--- src/rtl/serial_adder.sv ---
// Multi-cycle adder/subtractor: DIGIT bits per clock through a full-adder chain with a registered carry.
// Optional overflow/zero flags are built when SERIAL_ADDER_FLAGS_EN is defined; otherwise both outputs are tied to 0.
module serial_adder #(
    parameter int N     = 32,
    parameter int DIGIT = 4
) (
    input  logic         clk,
    input  logic         rst_n,
    input  logic         in_valid,
    output logic         in_ready,
    input  logic [N-1:0] a,
    input  logic [N-1:0] b,
    input  logic         sub,
    output logic         out_valid,
    input  logic         out_ready,
    output logic [N-1:0] sum,
    output logic         c_out,
    output logic         overflow,
    output logic         zero
);

    localparam int STEPS = N / DIGIT;
    localparam int CW    = (STEPS > 1) ? $clog2(STEPS) : 1;
    localparam logic [CW-1:0] LAST = CW'(STEPS - 1);

    typedef enum logic [1:0] {
        IDLE,
        BUSY,
        DONE
    } state_t;

    state_t          state_q, state_d;
    logic [CW-1:0]   cnt_q;
    logic            carry_q;
    logic [N-1:0]    a_q, b_q, sum_q;
    logic            c_out_q;

    logic [DIGIT-1:0] a_dig, b_dig, dig_sum;
    logic             dig_carry;
    logic [N-1:0]     sum_shift;
    logic             accept, step, last_step;

    // Operands are shifted right each step, so the current digit is always the low DIGIT bits.
    assign a_dig = a_q[DIGIT-1:0];
    assign b_dig = b_q[DIGIT-1:0];

`ifdef SERIAL_ADDER_FLAGS_EN
    logic msb_carry_in;
`endif

    always_comb begin : adder_chain
        logic c;
        // NOTE: every variable driven here gets a value before any branch, so no latch is inferred.
        c         = carry_q;
        dig_sum   = '0;
`ifdef SERIAL_ADDER_FLAGS_EN
        msb_carry_in = 1'b0;
`endif
        for (int i = 0; i < DIGIT; i++) begin
`ifdef SERIAL_ADDER_FLAGS_EN
            if (i == DIGIT - 1) msb_carry_in = c;
`endif
            dig_sum[i] = a_dig[i] ^ b_dig[i] ^ c;
            c          = (a_dig[i] & b_dig[i]) | (c & (a_dig[i] ^ b_dig[i]));
        end
        dig_carry = c;
    end

    // The result enters from the top; after STEPS digits the low digit has reached bit 0.
    generate
        if (DIGIT == N) begin : g_single_step
            assign sum_shift = dig_sum;
        end else begin : g_multi_step
            assign sum_shift = {dig_sum, sum_q[N-1:DIGIT]};
        end
    endgenerate

    assign accept    = (state_q == IDLE) && in_valid;
    assign step      = (state_q == BUSY);
    assign last_step = step && (cnt_q == LAST);

    always_comb begin
        state_d = state_q;
        case (state_q)
            IDLE:    if (in_valid)  state_d = BUSY;
            BUSY:    if (cnt_q == LAST) state_d = DONE;
            DONE:    if (out_ready) state_d = IDLE;
            default: state_d = IDLE;
        endcase
    end

    always_ff @(posedge clk or negedge rst_n) begin
        if (!rst_n) begin
            state_q <= IDLE;
        end else begin
            // NOTE: sequential state uses non-blocking assignments so all registers update from pre-edge values.
            state_q <= state_d;
        end
    end

    always_ff @(posedge clk or negedge rst_n) begin
        if (!rst_n) begin
            cnt_q   <= '0;
            carry_q <= 1'b0;
            a_q     <= '0;
            b_q     <= '0;
            sum_q   <= '0;
            c_out_q <= 1'b0;
        end else if (accept) begin
            // Subtraction is a + ~b + 1: invert b once here and seed the carry with sub.
            a_q     <= a;
            b_q     <= sub ? ~b : b;
            carry_q <= sub;
            cnt_q   <= '0;
        end else if (step) begin
            a_q     <= a_q >> DIGIT;
            b_q     <= b_q >> DIGIT;
            carry_q <= dig_carry;
            cnt_q   <= cnt_q + 1'b1;
            sum_q   <= sum_shift;
            if (last_step) c_out_q <= dig_carry;
        end
    end

`ifdef SERIAL_ADDER_FLAGS_EN
    logic ovf_q, zero_q;

    always_ff @(posedge clk or negedge rst_n) begin
        if (!rst_n) begin
            ovf_q  <= 1'b0;
            zero_q <= 1'b0;
        end else if (last_step) begin
            // Signed overflow: carry into the MSB differs from carry out of it.
            ovf_q  <= msb_carry_in ^ dig_carry;
            zero_q <= (sum_shift == '0);
        end
    end

    assign overflow = ovf_q;
    assign zero     = zero_q;
`else
    assign overflow = 1'b0;
    assign zero     = 1'b0;
`endif

    assign in_ready  = (state_q == IDLE);
    assign out_valid = (state_q == DONE);
    assign sum       = sum_q;
    assign c_out     = c_out_q;

endmodule
--- config.mk ---
export PLATFORM = sky130hd
export DESIGN_NAME = serial_adder
export DESIGN_NICKNAME = d
export VERILOG_FILES = /design/src/rtl/serial_adder.sv
export SDC_FILE = /design/constraint.sdc
export NUM_CORES = 1
export LEC_CHECK = 0
export BUFFER_PORTS_ARGS = -buffer_cell sky130_fd_sc_hd__buf_2
export CAP_MARGIN = 20
export CORE_MARGIN = 8
export CORE_UTILIZATION = 50
export DETAILED_ROUTE_END_ITERATION = 12
export PLACE_DENSITY = 0.75
export SLEW_MARGIN = 25
export SYNTH_ARGS = -nofsm -noshare
export SYNTH_HDL_FRONTEND = slang
export SYNTH_SLANG_ARGS = --single-unit
export TNS_END_PERCENT = 1
--- constraint.sdc ---
create_clock -name clk -period 3.5 [get_ports clk]
set_input_delay 0.7 -clock clk [delete_from_list [all_inputs] [get_ports clk]]
set_output_delay 0.7 -clock clk [all_outputs]
set_load 0.02 [all_outputs]
==> results.tsv, run 1 <==
metric	value	unit
nets	654	
post-place-ws	1190	ps
grt_usage	16.4	%
stdcell_area	0.00541	mm^2
worst_pin_slew	972	ps
hold_buffers	0	
drc	0	
path_max_fanout	2	
critical-path-top-delay-family	adder cells	
startpoint	carry_q$_DFFE_PN0P_	
pwr_density_cell	882	mW/mm^2
crit_buf_inv	3	
seq_area_frac_synth	55.7	%
drt_iter0_drc	282	
max_clock_freq	0.452	GHz
synth_cells	496	
grt_pass1_vias	3736	
dieArea	0.0126	mm^2
cts_sinks	103	
wl_per_cell	14.6	um
vdd_drop_max	636	uV
r2r_start	carry_q$_DFFE_PN0P_	
endpoint_kind	flop	
ys_ff_latch	103	
overflow	0	
wirelength	10.1	mm
cts_buffer_depth	2	
rows	35	
clock_skew	7.90	ps
fp.dieH	112	um
worst-r2r-setup-slack	1290	ps
h-tree-depth	3	
layout_common_cells	nand2_1, dfrtp_1, buf_2	
globalplace.congestion	0.759	
maxSlewViolCount	0	
final_cells	695	
core_area	0.00911	mm^2
fin_crit	2210	ps
grt_pass1_wl	17.2	mm
hpwlAfterDp	6.99	mm
antenna_found_initial	0	
ioPinCount	106	
slew_headroom	35.0	%
drtPass1Iterations	4	
arrival	2480	ps
p_leak	2.85	nW
dp.cells	679	
period_share	63.3	%
cp_cell_sequence	fa_1 > inv_1 > fa_1 > inv_1 > fa_1 > inv_1 > fa_1 > o21ai_0	
synth_area	0.00462	mm^2
critPathMaxStageDelay	430	ps
clock_latency	350	ps
start_util	50.8	%
rsz0062_at_grt	no	
ctsResizeCount	0	
die_w	112	um
layout-drive-gt1-share	22.1	%
cts_setup_buffers	0	
drv.max_cap_violation_count	0	
clk_pin_slew	100	ps
hold_viol_final	0	
status	completed	
fin_setup_tns	0	ps
place_area	0.00517	mm^2
final_common_cell	nand2_1	
cts_root_buf	clkbuf_8	
antenna_cells	0	
synth_cell_types	24	
cts_buffers	9	
crit_required	3770	ps
cpMostUsedCell	fa_1	
cts_tree	done	
path_class	flop to flop	
r2r_cells	8	
holdWs	378	ps
yosys_warnings	0	
drt-vias-per-instance	5.22	
port_buffers	103	
cp.depth	8	
r2r_end	sum[31]$_DFFE_PN0P_	
synth.avg_cell_area	9.32	um^2
ant_nets	0	
syn_to_final_growth	17.0	%
fin_ws	1290	ps
crit_end	sum[31]$_DFFE_PN0P_	
crit_path_top_delay_cell	fa_1	
num_vias	3627	
cp-start-kind	flop	
setup_viol	0	
hold_path.class	primary input to async pin	
grt_max_degree	90	
## flip-flops by register name, indices dropped and copies added, names as in the netlist
| register | flops |
|---|---|
| a_q | 32 |
| b_q | 32 |
| sum | 32 |
| cnt_q | 3 |
| state_q | 2 |
| c_out | 1 |
| carry_q | 1 |
## through the flow
stage                     utilization, %  power [mW]
after floorplan                        -        3.39
after global placement              56.7        3.84
after detailed placement            56.8        3.94
after CTS                           59.4        4.81
after global routing                59.4        5.16
final                               59.4        4.77
## where the power goes
part           total [mW]  switching [mW]  leakage (nW)  internal (mW)
clock network       0.869           0.394         0.120          0.475
registers            2.04           0.335          1.31           1.71
logic                1.86            1.18          1.42          0.673
## cell families (layout without fill, tap and decap cells)
family | after synthesis | after routing | share of synthesized area (%)
compound gates | 68 | 68 | 10.8
xor+xnor | 32 | 32 | 6.06
fa+ha+maj | 6 | 6 | 2.27
buf+inv | 46 | 133 | 4.79
flops | 103 | 103 | 55.7
other cells | 1 | 2 | 0.0811
simple gates | 240 | 240 | 20.3
## layer usage
layer	vias to the layer above	GRT usage, %	routed length [um]
met5	-	0	0
met4	0	3.78	82
met3	8	4.67	586
met2	90	27.3	4890
met1	1760	20.5	4570
li1	1769	-	-
## worst min path at each step
stage                       start                 end  cells past startpoint  slack (ps)
3_3_place_gp   sum[2]$_DFFE_PN0P_  sum[2]$_DFFE_PN0P_                      2         450
4_1_cts                     rst_n  sum[2]$_DFFE_PN0P_                      1         430
2_1_floorplan               rst_n  a_q[0]$_DFFE_PN0P_                      0         400
3_5_place_dp   a_q[9]$_DFFE_PN0P_  a_q[9]$_DFFE_PN0P_                      2         460
5_1_grt                     rst_n  sum[6]$_DFFE_PN0P_                      1         470
6_report                    rst_n  sum[2]$_DFFE_PN0P_                      1         380
## cell usage after synthesis
| library cell | number | area share, % |
|---|---|---|
| nand2_1 | 194 | 16 |
| dfrtp_1 | 103 | 56 |
| nor2_1 | 30 | 2.4 |
| a22oi_1 | 28 | 4.5 |
| clkbuf_1 | 18 | 1.5 |
| a31oi_1 | 16 | 2.2 |
| xnor2_1 | 16 | 3.0 |
| xor2_1 | 16 | 3.0 |
| buf_2 | 15 | 1.6 |
| a221o_1 | 13 | 2.8 |
| nand3_1 | 10 | 1.1 |
| o21ai_0 | 10 | 1.1 |
| inv_1 | 8 | 0.65 |
| fa_1 | 4 | 1.7 |
| buf_6 | 3 | 0.73 |
| buf_4 | 2 | 0.32 |
| ha_1 | 2 | 0.54 |
| nand2b_1 | 2 | 0.27 |
| conb_1 | 1 | 0.081 |
| nand3b_1 | 1 | 0.16 |
| nor2b_1 | 1 | 0.14 |
| nor3b_2 | 1 | 0.27 |
| o21bai_1 | 1 | 0.16 |
| or3b_1 | 1 | 0.19 |
## cell type report
type	count	area (um^2)
Clock buffer	10	128
Clock inverter	6	109
Fill cell	807	3700
Inverter	8	30.0
Multi-Input combinational cell	348	1860
Sequential cell	103	2580
Tap cell	111	139
Timing Repair Buffer	109	567
Power figures use the tool's default switching activity.
==> run 2: changes to the inputs <==
--- a/config.mk
+++ b/config.mk
@@ -8,9 +8,9 @@
 export BUFFER_PORTS_ARGS = -buffer_cell sky130_fd_sc_hd__buf_2
 export CAP_MARGIN = 20
 export CORE_MARGIN = 8
-export CORE_UTILIZATION = 50
+export CORE_UTILIZATION = 49
 export DETAILED_ROUTE_END_ITERATION = 12
-export PLACE_DENSITY = 0.75
+export PLACE_DENSITY = 0.76
 export SLEW_MARGIN = 25
 export SYNTH_ARGS = -nofsm -noshare
 export SYNTH_HDL_FRONTEND = slang
==> constraint.sdc (replaced) <==
create_clock -name clk -period 2 [get_ports clk]
set_input_delay 0.4 -clock clk [delete_from_list [all_inputs] [get_ports clk]]
set_output_delay 0.4 -clock clk [all_outputs]
set_load 0.02 [all_outputs]
==> results.tsv, run 2 (synthesized netlist as in run 1, its figures left out) <==
metric	value	unit	change
min_to	a_q[31]$_DFFE_PN0P_		
drtPass1Iterations	6		was 4
overflow	0		unchanged
cts_root_buf	clkbuf_8		unchanged
cts_buffer_depth	2		unchanged
fin_crit	2120	ps	was 2210 ps
clock_latency	350	ps	about the same
final_common_cell	nand2_1		unchanged
drt-vias-per-instance	5.18		was 5.22
hpwlAfterDp	7.49	mm	was 6.99 mm
core_area	0.00920	mm^2	was 0.00911 mm^2
r2r_end	sum[31]$_DFFE_PN0P_		unchanged
holdWs	229	ps	was 378 ps
final_cells	707		was 695
grt_pass1_vias	3855		was 3,736
endpoint_kind	flop		unchanged
crit_buf_inv	3		unchanged
status	finished with violations		was completed
worst_pin_slew	653	ps	was 972 ps
r2r_start	b_q[0]$_DFFE_PN0P_		was carry_q$_DFFE_PN0P_
layout_common_cells	nand2_1, dfrtp_1, buf_2		unchanged
critPathMaxStageDelay	420	ps	was 430 ps
rsz0062_at_grt	yes		was no
layout-drive-gt1-share	24.5	%	was 22.1%
worst-r2r-setup-slack	-120	ps	was 1290 ps
maxSlewViolCount	0		unchanged
start_util	50.3	%	was 50.8%
antenna_cells	0		unchanged
drt_iter0_drc	236		was 282
clk_pin_slew	90	ps	was 100 ps
cts_tree	done		unchanged
grt_usage	16.6	%	was 16.4%
cts_sinks	103		unchanged
vdd_drop_max	562	uV	was 636 uV
dieArea	0.0128	mm^2	was 0.0126 mm^2
grt_max_degree	61		was 90
pwr_density_cell	1510	mW/mm^2	was 882 mW/mm^2
drv.max_cap_violation_count	0		unchanged
cts_buffers	9		unchanged
syn_to_final_growth	19.6	%	was 17.0%
crit_path_top_delay_cell	dfrtp_1		was fa_1
ioPinCount	106		unchanged
grt_pass1_wl	17.5	mm	was 17.2 mm
r2r_cells	8		unchanged
nets	666		was 654
wirelength	10.3	mm	was 10.1 mm
crit_required	2280	ps	was 3770 ps
max_clock_freq	0.471	GHz	was 0.452 GHz
min_path_cells	3		
hold_path.class	primary input to flop		was primary input to async pin
critical-path-top-delay-family	adder cells		unchanged
startpoint	b_q[0]$_DFFE_PN0P_		was carry_q$_DFFE_PN0P_
setup_viol	2		was 0
min-delay-start	a[31]		
failed_checks	negative setup slack		
die_w	113	um	was 112 um
wl_per_cell	14.6	um	about the same
path_class	flop to flop		unchanged
num_vias	3660		was 3,627
antenna_found_initial	0		unchanged
h-tree-depth	3		unchanged
fp.dieH	113	um	was 112 um
port_buffers	103		unchanged
rows	35		unchanged
ant_nets	0		unchanged
finalPower	8.34	mW	was 4.77 mW
arrival	2400	ps	was 2480 ps
period_share	106	%	was 63.3%
path_max_fanout	2		unchanged
cp_cell_sequence	fa_2 > inv_2 > fa_2 > inv_2 > fa_2 > inv_2 > fa_1 > o21ai_1		was fa_1 > inv_1 > fa_1 > inv_1 > fa_1 > inv_1 > fa_1 > o21ai_0
p_leak	2.90	nW	was 2.85 nW
dp.cells	689		was 679
globalplace.congestion	0.761		was 0.759
fin_util	60.1	%	was 59.4%
slew_headroom	56.4	%	was 35.0%
cp-start-kind	flop		unchanged
clock_skew	8.67	ps	was 7.90 ps
fin_ws	-122	ps	was 1290 ps
hold_viol_final	0		unchanged
drc	0		unchanged
-- run 2: area by class of cell --
| class | count | area (um^2) |
|---|---|---|
| inverter | 8 | 30.0 |
| multi-input combinational | 348 | 1860 |
| clock buffer | 11 | 141 |
| sequential | 103 | 2580 |
| clock inverter | 5 | 33.8 |
| timing repair buffer | 121 | 743 |
| fill | 805 | 3670 |
| tap | 111 | 139 |
-- run 2: layer usage --
layer | vias to the layer above | part of all wire (%) | track usage (%)
li1 | 1805 | - | -
met1 | 1762 | 44 | 19.8
met2 | 81 | 49 | 28.8
met3 | 12 | 4.8 | 3.67
met4 | 0 | 1.5 | 6.13
met5 | - | 0 | 0
-- run 2: where the power goes --
group | internal, mW | switching, mW | total [mW]
logic | 1.44 | 2.16 | 3.59
registers | 2.99 | 0.587 | 3.58
clock network | 0.485 | 0.686 | 1.17
-- run 2: worst max path at each step --
| stage | endpoint | slack, ps | cells past startpoint |
|---|---|---|---|
| after detailed placement | sum[31]$_DFFE_PN0P_ | -130 | 8 |
| after global routing | carry_q$_DFFE_PN0P_ | -200 | 9 |
| final | sum[31]$_DFFE_PN0P_ | -120 | 8 |
| after CTS | sum[31]$_DFFE_PN0P_ | -100 | 8 |
| after global placement | carry_q$_DFFE_PN0P_ | -20 | 9 |
| after floorplan | sum[31]$_DFFE_PN0P_ | 10 | 8 |
-- run 2: through the flow --
stage	setup WS (ps)	instance area (um^2)	setup TNS (ps)
floorplan	13.5	4630	0
global placement	-24.0	5330	-47.4
detailed placement	-131	5330	-243
CTS	-104	5530	-200
global route	-199	5530	-461
finish	-122	5530	-228
-- run 2: repair_timing --
action	CTS	global route
hold buffers	1	0
endpoints found under the setup margin	2	3
buffers inserted	1	0
gates resized for setup	5	0
endpoints found under the hold margin	27	0
pin swaps	3	0
-- run 2: worst reg2reg max path, delay by kind of cell (launching register included) --
family	cells	cell delay, ps
buffers and inverters	3	170
AO/OA/AOI/OAI	1	160
adder cells (fa/ha/maj)	4	1300
flip-flops	1	420
